<file path="src/rtl/dmem_arbiter.sv">
// Two-master arbiter for the single-port data RAM: CPU has priority, DMA gets a starvation slot
// and may lock the RAM for bursts. Optional perf counters are enabled by ARB_PERF_CNT_EN.
module dmem_arbiter #(
    parameter int unsigned ADDR_W    = 32,
    parameter int unsigned DATA_W    = 32,
    parameter int unsigned MAX_WAIT  = 4,
    parameter int unsigned BURST_MAX = 8
) (
    input  logic              clk,
    input  logic              rst_n,
    input  logic              cpu_req_i,
    input  logic              cpu_we_i,
    input  logic [ADDR_W-1:0] cpu_addr_i,
    input  logic [DATA_W-1:0] cpu_wdata_i,
    output logic              cpu_gnt_o,
    output logic              cpu_stall_o,
    output logic              cpu_rvalid_o,
    output logic [DATA_W-1:0] cpu_rdata_o,
    input  logic              dma_req_i,
    input  logic              dma_we_i,
    input  logic [ADDR_W-1:0] dma_addr_i,
    input  logic [DATA_W-1:0] dma_wdata_i,
    input  logic              dma_last_i,
    output logic              dma_gnt_o,
    output logic              dma_rvalid_o,
    output logic [DATA_W-1:0] dma_rdata_o,
    output logic              mem_en_o,
    output logic              mem_we_o,
    output logic [ADDR_W-1:0] mem_addr_o,
    output logic [DATA_W-1:0] mem_wdata_o,
    input  logic [DATA_W-1:0] mem_rdata_i
`ifdef ARB_PERF_CNT_EN
    ,
    output logic [31:0]       cpu_stall_cnt_o,
    output logic [31:0]       dma_beat_cnt_o
`endif
);

    localparam int unsigned WaitW = (MAX_WAIT < 1) ? 1 : $clog2(MAX_WAIT + 1);
    localparam int unsigned BeatW = (BURST_MAX < 2) ? 1 : $clog2(BURST_MAX + 1);
    localparam logic [WaitW-1:0] WaitMax  = WaitW'(MAX_WAIT);
    localparam logic [BeatW-1:0] BurstMax = BeatW'(BURST_MAX);

    typedef enum logic [0:0] {StIdle, StDma} state_e;

    state_e           state_q, state_d;
    logic [WaitW-1:0] wait_q, wait_d;
    logic [BeatW-1:0] beat_q, beat_d;
    logic             rd_pending_q, rd_pending_d;
    logic             rd_owner_q, rd_owner_d;
    logic             dma_prio;

    assign dma_prio = dma_req_i && (wait_q == WaitMax);

    // Grants are forced low while rst_n is asserted so every output reads 0 in reset.
    always_comb begin
        cpu_gnt_o = 1'b0;
        dma_gnt_o = 1'b0;
        state_d   = state_q;
        beat_d    = beat_q;
        if (rst_n) begin
            unique case (state_q)
                StIdle: begin
                    if (cpu_req_i && !dma_prio) begin
                        cpu_gnt_o = 1'b1;
                    end else if (dma_req_i) begin
                        dma_gnt_o = 1'b1;
                        if (!dma_last_i && (BURST_MAX > 1)) begin
                            state_d = StDma;
                            beat_d  = BeatW'(1);
                        end
                    end
                end
                StDma: begin
                    if (dma_req_i) begin
                        dma_gnt_o = 1'b1;
                        beat_d    = beat_q + BeatW'(1);
                        if (dma_last_i || (beat_d == BurstMax)) begin
                            state_d = StIdle;
                            beat_d  = '0;
                        end
                    end else begin
                        // DMA dropped its request mid-burst: release the lock at once.
                        cpu_gnt_o = cpu_req_i;
                        state_d   = StIdle;
                        beat_d    = '0;
                    end
                end
                default: begin
                    state_d = StIdle;
                    beat_d  = '0;
                end
            endcase
        end
    end

    always_comb begin
        wait_d = wait_q;
        if (!dma_req_i || dma_gnt_o) begin
            wait_d = '0;
        end else if (wait_q != WaitMax) begin
            wait_d = wait_q + WaitW'(1);
        end
    end

    assign rd_pending_d = (cpu_gnt_o && !cpu_we_i) || (dma_gnt_o && !dma_we_i);
    assign rd_owner_d   = dma_gnt_o;

    always_ff @(posedge clk or negedge rst_n) begin
        if (!rst_n) begin
            state_q      <= StIdle;
            wait_q       <= '0;
            beat_q       <= '0;
            rd_pending_q <= 1'b0;
            rd_owner_q   <= 1'b0;
        end else begin
            state_q      <= state_d;
            wait_q       <= wait_d;
            beat_q       <= beat_d;
            rd_pending_q <= rd_pending_d;
            rd_owner_q   <= rd_owner_d;
        end
    end

    assign cpu_stall_o = cpu_req_i && !cpu_gnt_o && rst_n;
    assign mem_en_o    = cpu_gnt_o || dma_gnt_o;

    always_comb begin
        mem_we_o    = 1'b0;
        mem_addr_o  = '0;
        mem_wdata_o = '0;
        if (cpu_gnt_o) begin
            mem_we_o    = cpu_we_i;
            mem_addr_o  = cpu_addr_i;
            mem_wdata_o = cpu_wdata_i;
        end else if (dma_gnt_o) begin
            mem_we_o    = dma_we_i;
            mem_addr_o  = dma_addr_i;
            mem_wdata_o = dma_wdata_i;
        end
    end

    assign cpu_rvalid_o = rd_pending_q && !rd_owner_q;
    assign dma_rvalid_o = rd_pending_q && rd_owner_q;
    assign cpu_rdata_o  = cpu_rvalid_o ? mem_rdata_i : '0;
    assign dma_rdata_o  = dma_rvalid_o ? mem_rdata_i : '0;

`ifdef ARB_PERF_CNT_EN
    logic [31:0] stall_cnt_q, stall_cnt_d;
    logic [31:0] dma_beats_q, dma_beats_d;

    always_comb begin
        stall_cnt_d = stall_cnt_q;
        dma_beats_d = dma_beats_q;
        if (cpu_stall_o && (stall_cnt_q != '1)) begin
            stall_cnt_d = stall_cnt_q + 32'd1;
        end
        if (dma_gnt_o && (dma_beats_q != '1)) begin
            dma_beats_d = dma_beats_q + 32'd1;
        end
    end

    always_ff @(posedge clk or negedge rst_n) begin
        if (!rst_n) begin
            stall_cnt_q <= '0;
            dma_beats_q <= '0;
        end else begin
            stall_cnt_q <= stall_cnt_d;
            dma_beats_q <= dma_beats_d;
        end
    end

    assign cpu_stall_cnt_o = stall_cnt_q;
    assign dma_beat_cnt_o  = dma_beats_q;
`endif

endmodule
</file>
<file path="config.mk">
export PLATFORM = sky130hd
export DESIGN_NAME = dmem_arbiter
export DESIGN_NICKNAME = d
export VERILOG_FILES = /design/src/rtl/dmem_arbiter.sv
export SDC_FILE = /design/constraint.sdc
export NUM_CORES = 1
export LEC_CHECK = 0
export CAP_MARGIN = 20
export CORE_AREA = 10 10 109 111
export DETAILED_ROUTE_END_ITERATION = 16
export DIE_AREA = 0 0 119 121
export GPL_TIMING_DRIVEN = 0
export PLACE_DENSITY_LB_ADDON = 0.15
export SLEW_MARGIN = 40
export SYNTH_ARGS = -nofsm -noshare
export SYNTH_HDL_FRONTEND = slang
export SYNTH_SLANG_ARGS = --single-unit
</file>
<file path="constraint.sdc">
create_clock -name clk -period 2.3 [get_ports clk]
set_input_delay 0.575 -clock clk [delete_from_list [all_inputs] [get_ports clk]]
set_output_delay 0.575 -clock clk [all_outputs]
set_load 0.02 [all_outputs]
</file>
==> impl_metrics.csv <==
group,metric,value,unit
setup_path,worstPathArrival,1900,ps
setup_path,regToRegSetupSlack,630,ps
yosys,netlist_area,1750,µm²
detailed_routing,wire_per_inst,21.2,µm
placed_design,port_buffers,301,
detailed_routing,vias_per_cell,4.50,
timing,final.setup.worst_slack,-170,ps
detailed_routing,dr.pass1.iters,4,
detailed_routing,wirelength,14400,µm
setup_path,end_kind,"output pin",
timing,rsz0062_at_grt,"true",
yosys,synth_largest_area_cell,"a22o_1",
yosys,synthTopCellsByArea,"a22o_1, dfrtp_1, and2_1",
setup_path,critPathLaunchType,"register",
timing,slew_violations,0,
outcome,violations,"setup timing",
setup_path,cp_max_fo,6,
floorplan,io_pins,302,
yosys,yosysWarnings,0,
global_routing,antenna_found_initial,0,
pwr,p_leak,2.68,nW
finish,syn2layout_area_growth,202,%
detailed_routing,vias,3062,
clock_network,worstSkewPairLatency,230,ps
yosys,async_reset_ff_share,100,%
global_routing,grtUsageTotal,17.9,%
pwr,vdd_drop_max,0.208,mV
placed_design,placed_area,4930,µm²
clock_network,cts_inserted_buffers,3,
clock_network,clockBufferDepth,2,
clock_network,cts_tree,"done",
timing,fmax,405,MHz
global_routing,grt_pass1_vias,3171,
detailed_routing,drcViolationCount,0,
clock_network,cts_hold_buf,0,
finish,final_core_util,54.6,%
detailed_routing,drt.antenna.violating_nets,0,
global_routing,grt_max_degree,12,
clock_network,clock_sinks,10,
global_routing,grt_first_pass_wirelength,20200,µm
pwr,p_per_area,287,nW/µm²
clock_network,cts_root_buf,"clkbuf_8",
yosys,synth_edf_count,0,
floorplan,fp.dieW,119,µm
placed_design,dp.cells,657,
yosys,synth-seq-cells,10,
yosys,synth_ff_type,"dfrtp_1",
floorplan,initial_core_util,18.1,%
floorplan,core_region_area,9640,µm²
pwr,p_total,1.51,mW
yosys,synth_nets,394,
finish,multi_input_area,1320,µm²
timing,period_minus_slack,2470,ps
timing,finalCritPeriodShare,107,%
floorplan,die_y,121,µm
yosys,ys_top_cells_by_count,"a22o_1, and2_1, and3_1",
finish,regArea,253,µm²
timing,setup_viol,65,
detailed_routing,drtIter0Drc,158,
placed_design,place_congestion,0.841,
yosys,synth.most_common_cell,"a22o_1",
floorplan,num_rows,36,
clock_network,htree_levels,1,
setup_path,criticalPathCategory,"reg2out",
finish,fill_cells,929,
outcome,status,"finished with violations",
min_path,hold_path.class,"in2async",
finish,final_area,5270,µm²
floorplan,die_area,14400,µm²
finish,stdcell_count,680,
placed_design,dp_hpwl,12600,µm
clock_network,clk_pin_slew,50,ps
timing,finClkSkew,4.58,ps
timing,tightest_slew,348,ps
yosys,ys_seq_area_share,14.3,%
yosys,synth_cells,223,
yosys,synth_cell_types,32,
yosys,avgSynthCellArea,7.83,µm²
finish,nets,720,
timing,slew_headroom,76.6,%
timing,whs,140,ps
timing,hold_violations,0,
finish,layout-drive-gt1-share,23.2,%
finish,antenna_cells,0,
setup_path,cp.required,1730,ps
run,drv_cap,0,
yosys,synth_top_area_share,32.6,%
global_routing,grt_remaining_overflow,0,
power by group:
| group | internal (mW) | total [mW] | switching, mW | leakage, nW |
|---|---|---|---|---|
| combinational | 0.639 | 1.11 | 0.467 | 2.53 |
| clock | 0.114 | 0.175 | 0.0607 | 0.0216 |
| sequential | 0.200 | 0.233 | 0.0332 | 0.130 |
| total | 0.953 | 1.51 | 0.561 | 2.68 |
state kept, by name (all words and copies together), names as in the netlist:
signal        cells
wait_q            3
rd_owner_q        1
beat_q            4
rd_pending_q      1
state_q           1
cell families (layout without fill, tap and decap cells):
logic type / count (synthesis) / in the layout / share of synthesized area (%)
buffers and inverters: 34 / 358 / 11.6
DFF: 10 / 10 / 14.3
and+or+nand+nor: 93 / 93 / 31.4
AOI/OAI and AO/OA: 80 / 80 / 38.8
xor gates and xnor gates: 2 / 2 / 1.00
adders and majority gates: 4 / 4 / 2.87
per-stage QoR:
step | setup WS, ps | setup TNS (ps)
4_1_cts | -179 | -9030
5_1_grt | -248 | -14120
3_5_place_dp | -1580 | -111130
3_3_place_gp | -1540 | -106340
2_1_floorplan | 105 | 0
6_report | -170 | -9100
layout make-up:
type	instances	area share (%)
multi-input combinational	179	25.1
timing repair buffer	321	60.9
inverter	10	0.855
clock buffer	3	0.784
buffer	24	4.42
tap	133	3.16
sequential	10	4.80
final timing paths:
kind	start	to	cells past startpoint
worst max register to register	wait_q[0]$_DFFE_PN0P_	beat_q[0]$_DFFE_PN0P_	11
min in group clk	beat_q[2]$_DFFE_PN0P_	beat_q[2]$_DFFE_PN0P_	1
worst max-delay path	wait_q[1]$_DFFE_PN0P_	mem_wdata_o[26]	10
worst min register to register	beat_q[2]$_DFFE_PN0P_	beat_q[2]$_DFFE_PN0P_	1
max in group asynchronous	rst_n	rd_owner_q$_DFF_PN0_	1
worst min-delay path	rst_n	wait_q[0]$_DFFE_PN0P_	1
repair_timing:
action,CTS,global route
setup endpoints to repair,136,69
cloned,3,1
setup buffers,9,7
pin swaps,21,21
gates resized for setup,519,17
critical path, stage by stage (launching register included):
cell and delay [ps]:
dfrtp_1 370, inv_1 60, ha_2 190, a21oi_2 70, nand2b_4 160, nand3_4 110, inv_6 50, buf_12 130
clkbuf_16 150, a22o_1 230, buf_6 130
placed cells by master, fill, tap and decap left out, drive strengths merged:
| cell type | n |
|---|---|
| a211oi | 1 |
| a21o | 1 |
| a21oi | 4 |
| a22o | 65 |
| a31oi | 1 |
| and2 | 33 |
| and3 | 32 |
| buf | 102 |
| clkbuf | 14 |
| clkdlybuf4s15 | 2 |
| clkdlybuf4s50 | 164 |
| dfrtp | 10 |
| dlygate4sd2 | 66 |
| ha | 4 |
| inv | 10 |
| nand2 | 11 |
| nand2b | 2 |
| nand3 | 4 |
| nand3b | 1 |
| nor2 | 6 |
| nor2b | 1 |
| nor3 | 2 |
| nor4bb | 1 |
| o2111ai | 1 |
| o211ai | 1 |
| o21a | 1 |
| o21ai | 1 |
| o221ai | 2 |
| o22ai | 1 |
| o32ai | 1 |
| xnor2 | 2 |
metal layers:
layer	wire (µm)	track usage, %	vias up
met5	0	0	-
met4	128	2.29	0
met3	1100	5.26	8
met2	7680	34.0	162
met1	5500	19.6	1397
li1	-	-	1495
No activity file was read; power rests on OpenSTA's default activity.
